$ cat src/rtl/instruction_sequencer_pkg.sv
// Shared definitions for the instruction sequencer slice.
// Holds the 4-bit opcode values seen by the decoder and the sequencer state
// encoding. RST/LD/ST are the existing decoder opcodes; HLT and NOP are
// sequencer-only codes that the ALU must never assign a meaning to.
package instruction_sequencer_pkg;

    localparam logic [3:0] OP_RST = 4'h0;
    localparam logic [3:0] OP_LD  = 4'h1;
    localparam logic [3:0] OP_ST  = 4'h2;
    localparam logic [3:0] OP_NOP = 4'hE;
    localparam logic [3:0] OP_HLT = 4'hF;

    typedef enum logic [1:0] {
        ST_IDLE = 2'd0,
        ST_RUN  = 2'd1,
        ST_HALT = 2'd2
    } seq_state_t;

    // Build an instruction word from operand and opcode.
    function automatic logic [7:0] make_instr(input logic [3:0] operand, input logic [3:0] opcode);
        return {operand, opcode};
    endfunction

endpackage

$ cat src/rtl/instruction_sequencer_prog_mem.sv
// Program memory for the instruction sequencer.
// DEPTH x 8 array, synchronous write, combinational read. Contents are not
// reset, so a program survives a sequencer reset.
// Ports:
//   clk    - write clock (rising edge)
//   we     - write strobe
//   waddr  - write address
//   wdata  - write data
//   raddr  - read address
//   rdata  - read data (combinational)
module instruction_sequencer_prog_mem #(
    parameter int DEPTH  = 16,
    parameter int ADDR_W = $clog2(DEPTH)
) (
    input  logic              clk,
    input  logic              we,
    input  logic [ADDR_W-1:0] waddr,
    input  logic [7:0]        wdata,
    input  logic [ADDR_W-1:0] raddr,
    output logic [7:0]        rdata
);

    logic [7:0] mem [DEPTH];

    always_ff @(posedge clk) begin
        if (we) begin
            mem[waddr] <= wdata;
        end
    end

    assign rdata = mem[raddr];

endmodule

$ cat src/rtl/instruction_sequencer.sv
// Instruction sequencer: steps a program counter through a small program
// memory and issues one registered 8-bit instruction per non-stalled cycle
// to the instruction decoder.
// Ports:
//   clk              - clock, rising edge
//   rst              - asynchronous active-high reset
//   prog_we          - program write strobe (accepted only when not running)
//   prog_addr        - program write address
//   prog_data        - program word, [3:0] opcode, [7:4] operand
//   start            - run request (pulse or level), restarts from address 0
//   stall            - freezes issue while high (RUN only)
//   instruction_code - registered instruction to the decoder
//   instr_valid      - instruction_code holds a fetched program word
//   pc               - address of the next word to fetch
//   busy             - state is RUN
//   halted           - state is HALT
//
// Flow control: there is no ready from the decoder; instead stall acts as an
// inverted ready. On an edge in RUN with stall=0 a new word is issued (or the
// HLT word is consumed); with stall=1, instruction_code, instr_valid and pc
// hold their values unchanged.
module instruction_sequencer
    import instruction_sequencer_pkg::*;
#(
    parameter int PROG_DEPTH = 16,
    parameter int ADDR_W     = $clog2(PROG_DEPTH)
) (
    input  logic              clk,
    input  logic              rst,
    input  logic              prog_we,
    input  logic [ADDR_W-1:0] prog_addr,
    input  logic [7:0]        prog_data,
    input  logic              start,
    input  logic              stall,
    output logic [7:0]        instruction_code,
    output logic              instr_valid,
    output logic [ADDR_W-1:0] pc,
    output logic              busy,
    output logic              halted
);

    seq_state_t state;
    logic [7:0] fetch_word;
    logic       mem_we;

    // Writes are dropped while running so the program under execution
    // cannot change beneath the fetch pointer.
    assign mem_we = prog_we && (state != ST_RUN);

    instruction_sequencer_prog_mem #(
        .DEPTH  (PROG_DEPTH),
        .ADDR_W (ADDR_W)
    ) u_prog_mem (
        .clk   (clk),
        .we    (mem_we),
        .waddr (prog_addr),
        .wdata (prog_data),
        .raddr (pc),
        .rdata (fetch_word)
    );

    always_ff @(posedge clk or posedge rst) begin
        if (rst) begin
            state            <= ST_IDLE;
            instruction_code <= make_instr(4'h0, OP_RST);
            instr_valid      <= 1'b0;
            pc               <= '0;
        end else begin
            case (state)
                ST_IDLE, ST_HALT: begin
                    // Output keeps presenting RST (idle) or NOP (halt) until
                    // the first fetch after the start edge.
                    if (start) begin
                        state <= ST_RUN;
                        pc    <= '0;
                    end
                end
                ST_RUN: begin
                    if (!stall) begin
                        if (fetch_word[3:0] == OP_HLT) begin
                            // HLT is consumed, never issued; pc stays on it.
                            state            <= ST_HALT;
                            instruction_code <= make_instr(4'h0, OP_NOP);
                            instr_valid      <= 1'b0;
                        end else begin
                            instruction_code <= fetch_word;
                            instr_valid      <= 1'b1;
                            // Power-of-two depth: natural overflow wraps to 0.
                            pc               <= pc + ADDR_W'(1);
                        end
                    end
                end
                default: begin
                    state            <= ST_IDLE;
                    instruction_code <= make_instr(4'h0, OP_RST);
                    instr_valid      <= 1'b0;
                    pc               <= '0;
                end
            endcase
        end
    end

    assign busy   = (state == ST_RUN);
    assign halted = (state == ST_HALT);

endmodule

$ cat config.mk
export PLATFORM = sky130hd
export DESIGN_NAME = instruction_sequencer
export DESIGN_NICKNAME = d
export VERILOG_FILES = /design/src/rtl/instruction_sequencer_pkg.sv /design/src/rtl/instruction_sequencer_prog_mem.sv /design/src/rtl/instruction_sequencer.sv
export SDC_FILE = /design/constraint.sdc
export NUM_CORES = 1
export LEC_CHECK = 0
export CORE_UTILIZATION = 45
export DETAILED_ROUTE_END_ITERATION = 16
export HOLD_SLACK_MARGIN = 0.03
export PLACE_DENSITY_LB_ADDON = 0.1
export SYNTH_ARGS = -nofsm -noshare
export SYNTH_HDL_FRONTEND = slang
export SYNTH_SLANG_ARGS = --single-unit
$ cat constraint.sdc
create_clock -name clk -period 2.7 [get_ports clk]
set_clock_uncertainty 0.05 [all_clocks]
set_input_delay 0.405 -clock clk [delete_from_list [all_inputs] [get_ports clk]]
set_output_delay 0.405 -clock clk [all_outputs]
set_load 0.01 [all_outputs]
# After elaboration in Yosys (flattened, before gate mapping)
# Memory sizes are Yosys's and may differ from the RTL's.
# Cells that the tools add are included.
# word_totals
register_bits,15
input_bits,17
output_inout_bits,15
wordCells,37
n_memories,1
mem_bits_rw,128
# memory_table
memory,words,word_bits,rd,rd_clocked_by_memory_dff,wr,line,rtl
u_prog_mem.mem,16,8,1,0,1,instruction_sequencer_prog_mem.sv:23,logic [7:0] mem [DEPTH];
# classes
add_sub_neg,1
mux,16
n_eq_ne,8
n_reduce_logical,6
bitwise,1
# op_table
op,n
8-bit 2-to-1 mux,2
8-bit one-hot mux with 2 select lines,1
4-bit 2-to-1 mux,3
4-bit one-hot mux with 2 select lines,1
2-bit 2-to-1 mux,3
2-bit inequality test (second input constant),3
3-bit AND reduction,2
4-bit by 1-bit adder with 4-bit output (second input constant),1
4-bit == test (second input constant),1
1-bit 2-to-1 mux,4
2-bit by 1-bit inequality test with 1-bit output (second input constant),2
2-bit one-hot mux with 2 select lines,1
2-bit by 1-bit == test with 1-bit output (second input constant),1
2-bit == test (second input constant),1
2-bit logical NOT,1
1-bit one-hot mux with 2 select lines,1
2-bit AND reduction,1
2-bit OR reduction,1
1-bit logical AND,1
1-bit NOT,1

# Depth between registers and ports, before layout
# An unclocked memory read counts as a cell.
# logic_depth
ltp_word,5
depth_mapped,9
mapped_depth_nobuf,6

# Modules after synthesis
# Synthesis repeated with hierarchy kept, for this count alone.
# unflattened
cells_unflattened,286
area_unflattened_um2,5683.0
# modules_own_cells
module,cells_each,area_per_inst_um2,seq_area_each_um2,n_inst
instruction_sequencer_prog_mem,221,4987.3,3843.7,1
instruction_sequencer,65,695.7,375.4,1

# Worst setup path after synthesis
# Ideal clock, no wire load.
# synth_path
kind,flip-flop to flip-flop
from,register pc[1]
to,register instruction_code[7]
path_stages_with_launch,7
arrival_time_ps,2163
t_required_ps,2528
slack_ps,365
n_path_buf,3
setup_time_ps,122
synth_period_minus_slack_ps,2335
cell_sequence,dfrtp_1 buf_2 buf_4 clkbuf_1 mux4_2 mux4_2 a32o_1
# synth_via
elab_chain_cells,5
# synth_lines
element,line,rtl
"start, declared",instruction_sequencer.sv:37,"output logic [ADDR_W-1:0] pc,"
"start signal, assigned",instruction_sequencer.sv:89,pc <= pc + ADDR_W'(1);
memory 16 x 8 bit (*),--,
4-bit == test,instruction_sequencer.sv:80,if (fetch_word[3:0] == OP_HLT) begin
8-bit 2-to-1 mux (*),instruction_sequencer.sv:80,
8-bit 2-to-1 mux (*),instruction_sequencer.sv:79,if (!stall) begin
8-bit one-hot mux with 2 select lines (*),instruction_sequencer.sv:69,case (state)
"end signal, assigned",instruction_sequencer.sv:65,"instruction_code <= make_instr(4'h0, OP_RST);"
"end signal, assigned",instruction_sequencer.sv:83,"instruction_code <= make_instr(4'h0, OP_NOP);"
"end signal, assigned",instruction_sequencer.sv:86,instruction_code <= fetch_word;
"end, declared",instruction_sequencer.sv:35,"output logic [7:0] instruction_code,"
# Mark *: on every way between the ends. The rest lies on a longest branch, timed or not. The select of a mux whose other input is x is not followed.
# A chain may end at the register's enable or synchronous reset.

# Worst setup path after layout
# layout_path
from,register state[1]
to,output port busy
# layout_via
elab_chain_cells,1
# layout_lines
element,line,rtl
"start, declared",instruction_sequencer.sv:42,seq_state_t state;
"start signal, assigned",instruction_sequencer.sv:64,state <= ST_IDLE;
"start signal, assigned",instruction_sequencer.sv:74,state <= ST_RUN;
"start signal, assigned",instruction_sequencer.sv:82,state <= ST_HALT;
2-bit by 1-bit == test with 1-bit output,instruction_sequencer.sv:103,assign busy = (state == ST_RUN);
"end, declared",instruction_sequencer.sv:38,"output logic busy,"
# No other way between the ends.

==> results_dict.tcl <==
set metrics [dict create \
    status "completed" \
    rsz0062_at_grt "no" \
    finalWeightedCongestion 0.778 \
    critPathKind "register to output pin" \
    synthTopCellsByArea "edfxtp_1, mux4_1, dfrtp_1" \
    die-width_um 115 \
    core_um2 12200 \
    fill_cells 948 \
    fin_crit_sh 0.897 \
    use_met2 0.286 \
    postCtsSetupBuffers 0 \
    yosys_warnings 0 \
    cp-startpoint "state[1]" \
    grt_first_pass_wirelength_mm 16.9 \
    clock_sinks 143 \
    cp-end-kind "output pin" \
    yosys_most_used_dff "edfxtp_1" \
    clkSlewWorstSetupHoldPaths_ns 0.06 \
    critPathBufInv 2 \
    ant_nets 0 \
    hold_class "input port to asynchronous set/reset pin" \
    critPathArrivalTime_ns 1.97 \
    area_delta_synth_final_pct 20.7 \
    syn_avg_cell_area_um2 20.0 \
    diodes 0 \
    ctsHoldBuffers 0 \
    r2r-start "pc[0]" \
    crit_path_max_incr_delay_ns 0.57 \
    dp_hpwl_mm 7.42 \
    cts_root_buffer "clkbuf_16" \
    grt_use_met3 0.0406 \
    clockBufferDepth 2 \
    route.vias.total 2917 \
    synthArstFlopShare 0.105 \
    total_power_w 0.00658 \
    timing.final.hold_violations 0 \
    multi_input_area_um2 1380 \
    ys_seq_area_frac 0.737 \
    ys_ff_latch 143 \
    grtUsageTotal 0.185 \
    cp.required_ns 2.25 \
    synth_top_area_share 0.671 \
    totalWireLength_mm 11.1 \
    grt_overflow 0 \
    drc 0 \
    grt_use_met1 0.254 \
    slowest_stage "clkdlybuf4s50_1" \
    grt_pass1_vias 2972 \
    core.rowCount 40 \
    cp-start-kind "register" \
    first_pass_iters 4 \
    yosysMostFrequentCell "edfxtp_1" \
    yosys.cell_types.count 30 \
    tightest_slew_ns 0.614 \
    die_h_um 115 \
    cts_buffers 17 \
    fmax_ghz 0.413 \
    synthesis.nets 304 \
    holdWs_ns 0.296 \
    cts_tree "yes" \
    synth_commonest_cells "edfxtp_1, mux4_1, nor2_1" \
    synth_edf_count 128 \
    ff_latch_area_um2 4220 \
    cts_max_level 4 \
    critPathMaxFanout 7 \
    vias_per_cell 5.50 \
    drv_slew 0 \
    place_ws_ns 0.316 \
    setup_viol 0 \
    synth_top_cell_by_area "edfxtp_1" \
    finalSetupTns_ns 0 \
    path_cells "nand2b_1 > inv_1 > clkdlybuf4s50_1" \
    powerDensity_nw_per_um2 952 \
    synthCells 286 \
    postCtsResizedCells 0 \
    relSlewSlack 0.590 \
    ir_drop_mv 0.439 \
    layout.nets 368 \
    grt_busiest_layer "met2" \
    worstSkewPairLatency_ns 0.42 \
    drive_gt1_frac 0.191 \
    syn_area_um2 5720 \
    grt_max_degree 24 \
    cp_top_family "buffers and inverters" \
    fin_ws_ns 0.278 \
    antenna_found_initial 0 \
    die-area_um2 13200 \
    first_iter_violations 257 \
    initial_core_util 0.469 \
    wl_per_cell_um 21.0 \
    period_needed_ns 2.42 \
    port_buffers 31 \
    pin_count 32 \
    cap_violations 0 \
    leakage_nw 2.35 \
]
per-layer routing:
layer | wire length [um] | up-vias
li1 | - | 1320
met1 | 5270 | 1516
met2 | 5200 | 71
met3 | 500 | 10
met4 | 140 | 0
met5 | 0 | -
cells by family after synthesis:
logic type,count (synthesis),synth area share
fa+ha+maj,1,0.00219
simple gates,66,0.0527
buf+inv,17,0.0216
mux,36,0.155
flops,143,0.737
compound gates,23,0.0317
worst paths after layout:
check | cells after the start | slack [ns] | endpoint
setup / recovery | 3 | 0.28 | busy
hold / removal | 2 | 0.30 | instruction_code[6]
setup reg to reg | 8 | 0.32 | state[1]
hold reg to reg | 2 | 0.44 | instr_valid
max in group asynchronous | 2 | 1.89 | pc[0]
min in group clk | 2 | 0.44 | instr_valid
placed cells by master (no fill, tap or decap), drive strengths merged, types with 2 or more instances in the layout:
cell type      instances
a22o                   2
o22ai                  3
nand2b                 3
clkinv                 6
inv                    6
nand3                 12
nor2                  19
clkdlybuf4s50         31
a21o                   3
clkinvlp               5
a32o                   5
edfxtp               128
nand2                 18
dfrtp                 15
nor2b                  4
buf                   25
a22oi                  6
nor3                   5
nand4                  2
clkbuf                18
mux4                  36
bufinv                 2
cell type report:
type | instances | area share
clock inverter | 13 | 0.0179
multi-input combinational | 126 | 0.200
clock buffer | 18 | 0.0621
sequential | 143 | 0.611
timing repair buffer | 56 | 0.0757
inverter | 6 | 0.00326
tap | 168 | 0.0304
state kept, by name, summed over array words and instances (netlist names):
name and count:
instr_valid 1, instruction_code 8, pc 4, state 2
u_prog_mem.mem 128
power by group:
part	leakage (nW)	switching [W]	internal [W]	total [W]
clock network	0.256	0.000844	0.00134	0.00218
registers	1.34	0.000128	0.00255	0.00267
logic	0.754	0.000810	0.000915	0.00173
stage by stage:
| step | cells | area (um2) | utilization |
|---|---|---|---|
| finish | 530 | 6910 | 0.566 |
| global route | 530 | 6910 | 0.566 |
| CTS | 530 | 6910 | 0.566 |
| detailed placement | 499 | 6360 | 0.521 |
| global placement | 499 | 6360 | 0.521 |
| floorplan | 286 | 5720 | - |
No activity file was read; power rests on OpenSTA's default activity.
